[src/rtl/timer_sequencer.sv]
// timer_sequencer
//   Drives a countdown timer through a programmable table of intervals,
//   running them back to back. The table can optionally loop.
//
//   Ports
//     clk          clock
//     rst          synchronous, active-low reset
//     cfg_we       table write strobe (ignored while busy)
//     cfg_addr     table write index
//     cfg_data     interval value to write
//     count        number of active entries, sampled at start
//     repeat_mode  loop back to entry 0 after the last entry, sampled at start
//     start        one-cycle request to begin the sequence
//     stop         one-cycle abort request (beats start and tmr_timeout)
//     tmr_timeout  timeout from the timer
//     tmr_enable   to timer enable
//     tmr_load     to timer load value
//     busy         high in LOAD/RUN
//     step_idx     index of the current entry
//     step_done    one-cycle pulse per completed entry
//     seq_done     one-cycle pulse when a non-repeating sequence finishes
//     err          sticky overrun flag
//
//   Optional feature macro: TIMER_SEQ_OVERRUN_EN
//     Defined:   a saturating RUN-cycle counter aborts an entry that runs
//                more than tmr_load+2+GUARD cycles without a timeout and
//                sets err (cleared by reset or the next accepted start).
//     Undefined: no counter, err is tied to 0.
module timer_sequencer #(
    parameter int unsigned DEPTH = 4,
    parameter int unsigned WIDTH = 32,
    parameter int unsigned GUARD = 4
) (
    input  logic                     clk,
    input  logic                     rst,
    input  logic                     cfg_we,
    input  logic [$clog2(DEPTH)-1:0] cfg_addr,
    input  logic [WIDTH-1:0]         cfg_data,
    input  logic [$clog2(DEPTH):0]   count,
    input  logic                     repeat_mode,
    input  logic                     start,
    input  logic                     stop,
    input  logic                     tmr_timeout,
    output logic                     tmr_enable,
    output logic [WIDTH-1:0]         tmr_load,
    output logic                     busy,
    output logic [$clog2(DEPTH)-1:0] step_idx,
    output logic                     step_done,
    output logic                     seq_done,
    output logic                     err
);

    localparam int unsigned AW      = $clog2(DEPTH);
    localparam logic [AW:0] DEPTH_C = (AW+1)'(DEPTH);

    typedef enum logic [1:0] {
        S_IDLE,
        S_LOAD,
        S_RUN
    } state_t;

    state_t           state;
    logic [WIDTH-1:0] tbl [DEPTH];
    logic [AW:0]      cnt_q;
    logic             rep_q;
    logic [AW-1:0]    idx_nxt;
    logic             last;
    logic             start_ok;

    always_comb begin
        idx_nxt  = step_idx + AW'(1);
        // Current entry is the last active one when idx+1 reaches the count.
        last     = ({1'b0, step_idx} + (AW+1)'(1)) >= cnt_q;
        start_ok = start && (count != '0) && (count <= DEPTH_C);
    end

`ifdef TIMER_SEQ_OVERRUN_EN
    logic [WIDTH:0] run_cnt;
    logic           overrun;

    // run_cnt holds the number of RUN cycles already completed, so the
    // abort fires on RUN cycle tmr_load+2+GUARD+1.
    always_comb begin
        overrun = ({1'b0, run_cnt} >= ({2'b00, tmr_load} + (WIDTH+2)'(GUARD + 2)));
    end
`else
    assign err = 1'b0;
`endif

    always_ff @(posedge clk) begin
        if (!rst) begin
            state      <= S_IDLE;
            tmr_enable <= 1'b0;
            tmr_load   <= '0;
            busy       <= 1'b0;
            step_idx   <= '0;
            step_done  <= 1'b0;
            seq_done   <= 1'b0;
            cnt_q      <= '0;
            rep_q      <= 1'b0;
            for (int unsigned i = 0; i < DEPTH; i++) begin
                tbl[i] <= '0;
            end
`ifdef TIMER_SEQ_OVERRUN_EN
            run_cnt    <= '0;
            err        <= 1'b0;
`endif
        end else begin
            step_done <= 1'b0;
            seq_done  <= 1'b0;

            if (cfg_we && state == S_IDLE) begin
                tbl[cfg_addr] <= cfg_data;
            end

            if (stop) begin
                state      <= S_IDLE;
                tmr_enable <= 1'b0;
                busy       <= 1'b0;
            end else begin
                case (state)
                    S_IDLE: begin
                        if (start_ok) begin
                            state      <= S_LOAD;
                            step_idx   <= '0;
                            tmr_load   <= tbl[0];
                            cnt_q      <= count;
                            rep_q      <= repeat_mode;
                            busy       <= 1'b1;
                            tmr_enable <= 1'b0;
`ifdef TIMER_SEQ_OVERRUN_EN
                            err        <= 1'b0;
`endif
                        end
                    end
                    S_LOAD: begin
                        state      <= S_RUN;
                        tmr_enable <= 1'b1;
`ifdef TIMER_SEQ_OVERRUN_EN
                        run_cnt    <= '0;
`endif
                    end
                    S_RUN: begin
                        if (tmr_timeout) begin
                            step_done  <= 1'b1;
                            tmr_enable <= 1'b0;
                            if (!last) begin
                                state    <= S_LOAD;
                                step_idx <= idx_nxt;
                                tmr_load <= tbl[idx_nxt];
                            end else if (rep_q) begin
                                state    <= S_LOAD;
                                step_idx <= '0;
                                tmr_load <= tbl[0];
                            end else begin
                                state    <= S_IDLE;
                                seq_done <= 1'b1;
                                busy     <= 1'b0;
                            end
                        end
`ifdef TIMER_SEQ_OVERRUN_EN
                        else if (overrun) begin
                            state      <= S_IDLE;
                            tmr_enable <= 1'b0;
                            busy       <= 1'b0;
                            err        <= 1'b1;
                        end else if (run_cnt != '1) begin
                            run_cnt <= run_cnt + (WIDTH+1)'(1);
                        end
`endif
                    end
                    default: begin
                        state      <= S_IDLE;
                        tmr_enable <= 1'b0;
                        busy       <= 1'b0;
                    end
                endcase
            end
        end
    end

endmodule

[config.mk]
export PLATFORM = sky130hd
export DESIGN_NAME = timer_sequencer
export DESIGN_NICKNAME = d
export VERILOG_FILES = /design/src/rtl/timer_sequencer.sv
export SDC_FILE = /design/constraint.sdc
export NUM_CORES = 1
export LEC_CHECK = 0
export ABC_AREA = 1
export BUFFER_PORTS_ARGS = -buffer_cell sky130_fd_sc_hd__buf_4
export CORE_ASPECT_RATIO = 0.5
export CORE_MARGIN = 5
export CORE_UTILIZATION = 35
export DETAILED_ROUTE_END_ITERATION = 8
export GPL_ROUTABILITY_DRIVEN = 0
export HOLD_SLACK_MARGIN = 0.1
export SLEW_MARGIN = 20
export SYNTH_ARGS = -nofsm -noshare
export SYNTH_HDL_FRONTEND = slang
export SYNTH_SLANG_ARGS = --single-unit
export TNS_END_PERCENT = 10
[constraint.sdc]
create_clock -name clk -period 4.1 [get_ports clk]
set_input_delay 0.615 -clock clk [delete_from_list [all_inputs] [get_ports clk]]
set_output_delay 0.615 -clock clk [all_outputs]
set_load 0.03 [all_outputs]
* Word-level counts from Yosys, hierarchy flattened
Memory sizes are Yosys's and may differ from the RTL's.
Index checks and enable logic that the tools add are counted.
** Storage, ports and cells
- Flip-flop bits (word level) :: 44
- Latch bits :: 0
- RAM bits :: 128
- Memory bits (read-only) :: 0
- Input port bits :: 44
- Memories kept :: 1
** Cells by class
- Add/sub/neg operators :: 2
- Multiply operators :: 0
- Divide/modulo/power cells :: 0
- $lt $le $gt $ge :: 2
- Equal/unequal tests :: 7
- Shift operators :: 0
- Multiplexer cells :: 32
- Bitwise logic cells :: 6
- Reductions and logical operators :: 14
** Memories
- tbl :: depth 4, bits a word 32, rd ports 2, clocked after Yosys merged registers in 0, wr ports 4, RTL line 63 : logic [WIDTH-1:0] tbl [DEPTH];
** Operator list (number)
- 32-bit 2-to-1 mux :: 5
- 32-bit one-hot mux with 2 select lines :: 1
- 32-bit OR reduction :: 1
- 1-bit 2-to-1 mux :: 15
- 2-bit 2-to-1 mux :: 7
- 5-bit AND reduction :: 2
- 2-bit inequality test, second input constant :: 4
- 1-bit NOT :: 6
- 1-bit one-hot mux with 3 select lines :: 2
- 2-bit one-hot mux with 3 select lines :: 1
- 5-bit OR reduction :: 1
- 2-bit one-hot mux with 2 select lines :: 1
- 2-bit by 1-bit adder with 3-bit output, second input constant :: 1
- 3-bit >= comparator :: 1
- 3-bit less-or-equal comparator, second input constant :: 1
- 1-bit logical AND :: 3
- 3-bit inequality test, second input constant :: 1
- 3-bit AND reduction :: 1
- 3-bit nonzero test :: 1
- 3-bit OR reduction :: 1
- 2-bit by 1-bit adder with 2-bit output, second input constant :: 1
- 2-bit by 1-bit equality test with 1-bit output, second input constant :: 1
- 2-bit equality test, second input constant :: 1
- 2-bit zero test :: 1
- other kinds (3) :: 3

* Depth between registers and ports, before layout
- Depth in word-level cells :: 7
- Depth in mapped cells :: 13
- Gate-level depth less buffers :: 12

* Worst setup path before layout
Ideal clock, no wire load.
- Path type :: reg2reg
- Start point :: register tmr_enable (netlist name)
- End point :: memory tbl[3][0], enable pin
- Library setup time :: 470 ps
- Arrival :: 3159 ps
- Data required time :: 3630 ps
- Slack :: 471 ps
- Cell stages (with the launch flop) :: 4
- Path through :: dfxtp_1 -> nor2_1 -> nand2_1 -> o31ai_1
** RTL lines (RTL line)
- to (decl) :: 63

* Worst setup path in the final report
- Start point :: register step_idx[0]
- End point :: register tmr_load[25]
** Between the ends
- Longest elaborated chain between the ends :: 5
- Elaborated cells between the ends (all ways) :: 9
- Those cells by class :: add/sub: 2; order compare: 1; eq/ne: 1; mux: 3; reduce/logical: 1; memory: 1
** Ends and longest elaborated chain
- from (decl) :: RTL line 47 : output logic [$clog2(DEPTH)-1:0] step_idx,
- from (signal assigned) :: RTL line 149 : step_idx <= idx_nxt;
- 2-bit by 1-bit adder with 3-bit output or 2-bit by 1-bit adder with 2-bit output (tied branches) :: RTL line 73, 71
- 3-bit >= comparator or memory 4 x 32 bit (tied branches)
- 32-bit 2-to-1 mux :: RTL line 147 : if (!last) begin
- 32-bit 2-to-1 mux :: RTL line 144 : if (tmr_timeout) begin
- 32-bit one-hot mux with 2 select lines :: RTL line 121 : case (state)
- to (signal assigned) :: RTL line 126 : tmr_load <= tbl[0];
- to (signal assigned) :: RTL line 150 : tmr_load <= tbl[idx_nxt];
- to (signal assigned) :: RTL line 154 : tmr_load <= tbl[0];
- to (decl) :: RTL line 45 : output logic [WIDTH-1:0] tmr_load,
Parallel ways exist; a longest one is shown, timed or not. The select of a mux whose other input is x is not followed.
A chain may end at the register's enable or synchronous reset.

==> impl_metrics.yaml <==
placement:
  hpwl_um: 11000
  io_buffers: 81
sta:
  fmaxAchievable_mhz: 363.8
  period_needed_ns: 2.749
  finalHoldViolCount: 0
  slew_headroom_pct: 40.83
  worst_slew_pin_slew_ns: 0.8876
  rsz0062_at_grt: "no"
  fin_crit_sh_pct: 67.04
  setup_violations: 0
  slew_viol_final: 0
  fin_tns_setup_ns: 0
  clock-skew-final_ns: 0.009930
route:
  drtPass1Iterations: 5
  drt-initial-drc-count: 326
  wl_met2_um: 9396
  viasPerCell: 4.633
  finalWirelength_um: 18940
  drc: 0
  wl_met3_um: 594
  met1_length_um: 8817
  wl_per_cell_um: 14.65
  routed.top_layer: "met4"
  ant_nets: 0
  vias: 5991
clock_tree:
  cts_tree: "built"
  cts_root_buf: "clkbuf_16"
  cts_hold_buf: 0
  cts_resized: 0
  clk_latency_ns: 0.43
  clock_path_buffers: 2
  cts.sinks: 171
  cts.clk_slew.worst_paths_ns: 0.06
  htree_num_levels: 4
  cts_buffers: 17
  cts_setup_buffers: 0
power:
  ir_worst_vdd_uv: 217.6
  powerDensity_mw_per_mm2: 452.6
  comb_power_share_pct: 13.0
  clkPwrFrac_pct: 39.2
  p_sw_uw: 1058
  p_leak_uw: 0.004096
  p_int_uw: 3141
  seq_power_share_pct: 47.9
  swShare_pct: 25.19
critical_path:
  crit_path_start_kind: "flip-flop"
  crit_type: "flip-flop to flip-flop"
  crit_required_ns: 4.42
  path_cells: "ha_1 -> ha_1 -> nand2_1 -> inv_1 -> nand2_1 -> nand2_1 -> nand3_1 -> nand3_2 -> buf_4 -> nand2_1 -> nand2_1 -> nor2_1"
  cp-end-kind: "flip-flop"
  arrival_ns: 3.07
  rr_worst_depth: 12
  crit_top_cell: "nand2_1"
  slowest_delay_ns: 0.67
  critPathMaxFanout: 68
  crit_slowest_cell: "dfxtp_2"
min_path:
  hold_class: "primary input to flip-flop"
  holdPathStages: 3
grt:
  grt_overflow: 0
  grt_pass1_wl_um: 30110
  grt_max_degree: 69
  grt_pass1_vias: 5662
  grtUsageTotal_pct: 14.90
  antenna_found_initial: 0
synth:
  synth_seq_cells: 171
  synth_seq_area_share_pct: 60.19
  syn_inst: 922
  async_flop_share_pct: 0
  synth_top_family_by_area: "simple AND/OR/NAND/NOR gates"
  syn_avg_cell_area_um2: 8.477
  netlist_area_mm2: 0.007816
  synth_mux_area_share_pct: 0
  ys_warn_count: 0
  synthAdderAreaFrac_pct: 0.6403
  synth_xor_area_share_pct: 0
  synth_nets: 970
  yosys.area.top_type_share_pct: 49.18
  ys_top_cells_by_area: "edfxtp_1 (49%), nor2_1 (13%), dfxtp_1 (11%)"
  synth_compound_area_share_pct: 6.867
  synth-edff-count: 128
  yosys.area.top_type: "edfxtp_1"
  synthSimpleGateAreaFrac_pct: 24.91
  synth_ff_type: "edfxtp_1"
  ys_types: 26
floorplan:
  coreArea_mm2: 0.02182
  rows: 38
  fp.dieW_um: 221.3
  fp.dieH_um: 115.7
  ios: 83
  die_area_mm2: 0.02560
  start_util_pct: 35.82
finish:
  syn_to_final_growth_pct: 18.70
  antenna_cells: 0
  final_core_util_pct: 42.51
  layout.nets: 1028
  drive_gt1_share_pct: 13.29
  nFillCells: 2174
status:
  status: "complete, no violations"
run:
  cap_viol_max_count: 0
-- logic make-up (layout without fill, tap and decap cells) --
logic type,count (synthesis),after routing
buf+inv,140,211
compound gates,106,106
simple gates,500,500
other cells,1,1
fa+ha+maj,4,4
flops,171,171
-- synthesized netlist by cell type (2+ instances only) --
library cell / n
inv_1: 84
buf_6: 2
o21ai_0: 79
nor3_1: 33
nand3_1: 3
edfxtp_1: 128
a21oi_1: 3
clkbuf_1: 20
ha_1: 4
nand2_1: 182
dfxtp_1: 43
buf_2: 21
nand4_1: 2
o21ai_1: 22
buf_1: 10
nor2_1: 275
buf_4: 2
-- area by class of cell --
type,instances,area [µm²],share of cell area (%)
sequential,171,4706,50.72
clock inverter,6,82.58,0.8901
timing repair buffer,94,705.7,7.606
clock buffer,26,520.5,5.610
tap,300,375.4,4.046
multi-input combinational,611,2567,27.67
inverter,85,320.3,3.452
-- worst max-delay path, delay by kind of cell (launching register included) --
family | cells | cell delay, ns
adder cells (fa/ha/maj) | 2 | 0.67
AND/OR/NAND/NOR | 8 | 0.68
flip-flops | 1 | 0.67
buffers and inverters | 2 | 0.61
-- path summary, 6_finish.rpt --
path,end,start,slack [ns]
worst max-delay path,tmr_load[25],step_idx[0],1.35
worst min-delay path,rep_q,repeat_mode,0.42
worst max register to register,tmr_load[25],step_idx[0],1.35
worst min register to register,busy,busy,0.47
-- flip-flops by register name (all words and copies together), names as in the netlist --
name / cells
tmr_enable: 1
cnt_q: 3
tmr_load: 32
state: 1
tbl: 128
busy: 1
step_done: 1
rep_q: 1
step_idx: 2
seq_done: 1
-- power by group through the flow --
stage | Clock, µW | Combinational [µW] | Sequential, µW
global placement | 0 | 544 | 2040
global route | 1750 | 612 | 2020
finish | 1640 | 544 | 2010
CTS | 1670 | 554 | 2010
floorplan | 0 | 322 | 2090
detailed placement | 0 | 550 | 2050
-- per-stage QoR --
stage          total power, µW  std cells  cell area [µm²]  worst slack, ns  hold slack (ns)
2_1_floorplan             2413        922             7816           0.4712           0.4394
3_3_place_gp              2588       1261             8673            1.310           0.4535
3_5_place_dp              2598       1261             8673            1.330           0.4610
4_1_cts                   4231       1293             9276            1.332           0.4045
5_1_grt                   4383       1293             9278            1.042           0.4076
6_report                  4199       1293             9278            1.351           0.4180
-- layout by cell type (no fill, tap or decap), types with 2 or more instances in the layout --
cell         n
a21oi_1      3
buf_4       94
bufinv_16    2
clkbuf_1     4
clkbuf_16   18
clkbuf_8     4
clkinv_2     4
dfxtp_1     42
edfxtp_1   128
ha_1         4
inv_1       82
nand2_1    182
nand3_1      3
nand4_1      2
nor2_1     275
nor3_1      33
o21ai_0     78
o21ai_1     22
-- metal layers --
layer | vias to the layer above | global-route usage (%)
met2 | 81 | 26.92
met1 | 2848 | 18.78
li1 | 3050 | -
met3 | 12 | 3.088
met4 | 0 | 3.344
met5 | - | 0
(Power assumes the default switching activity.)
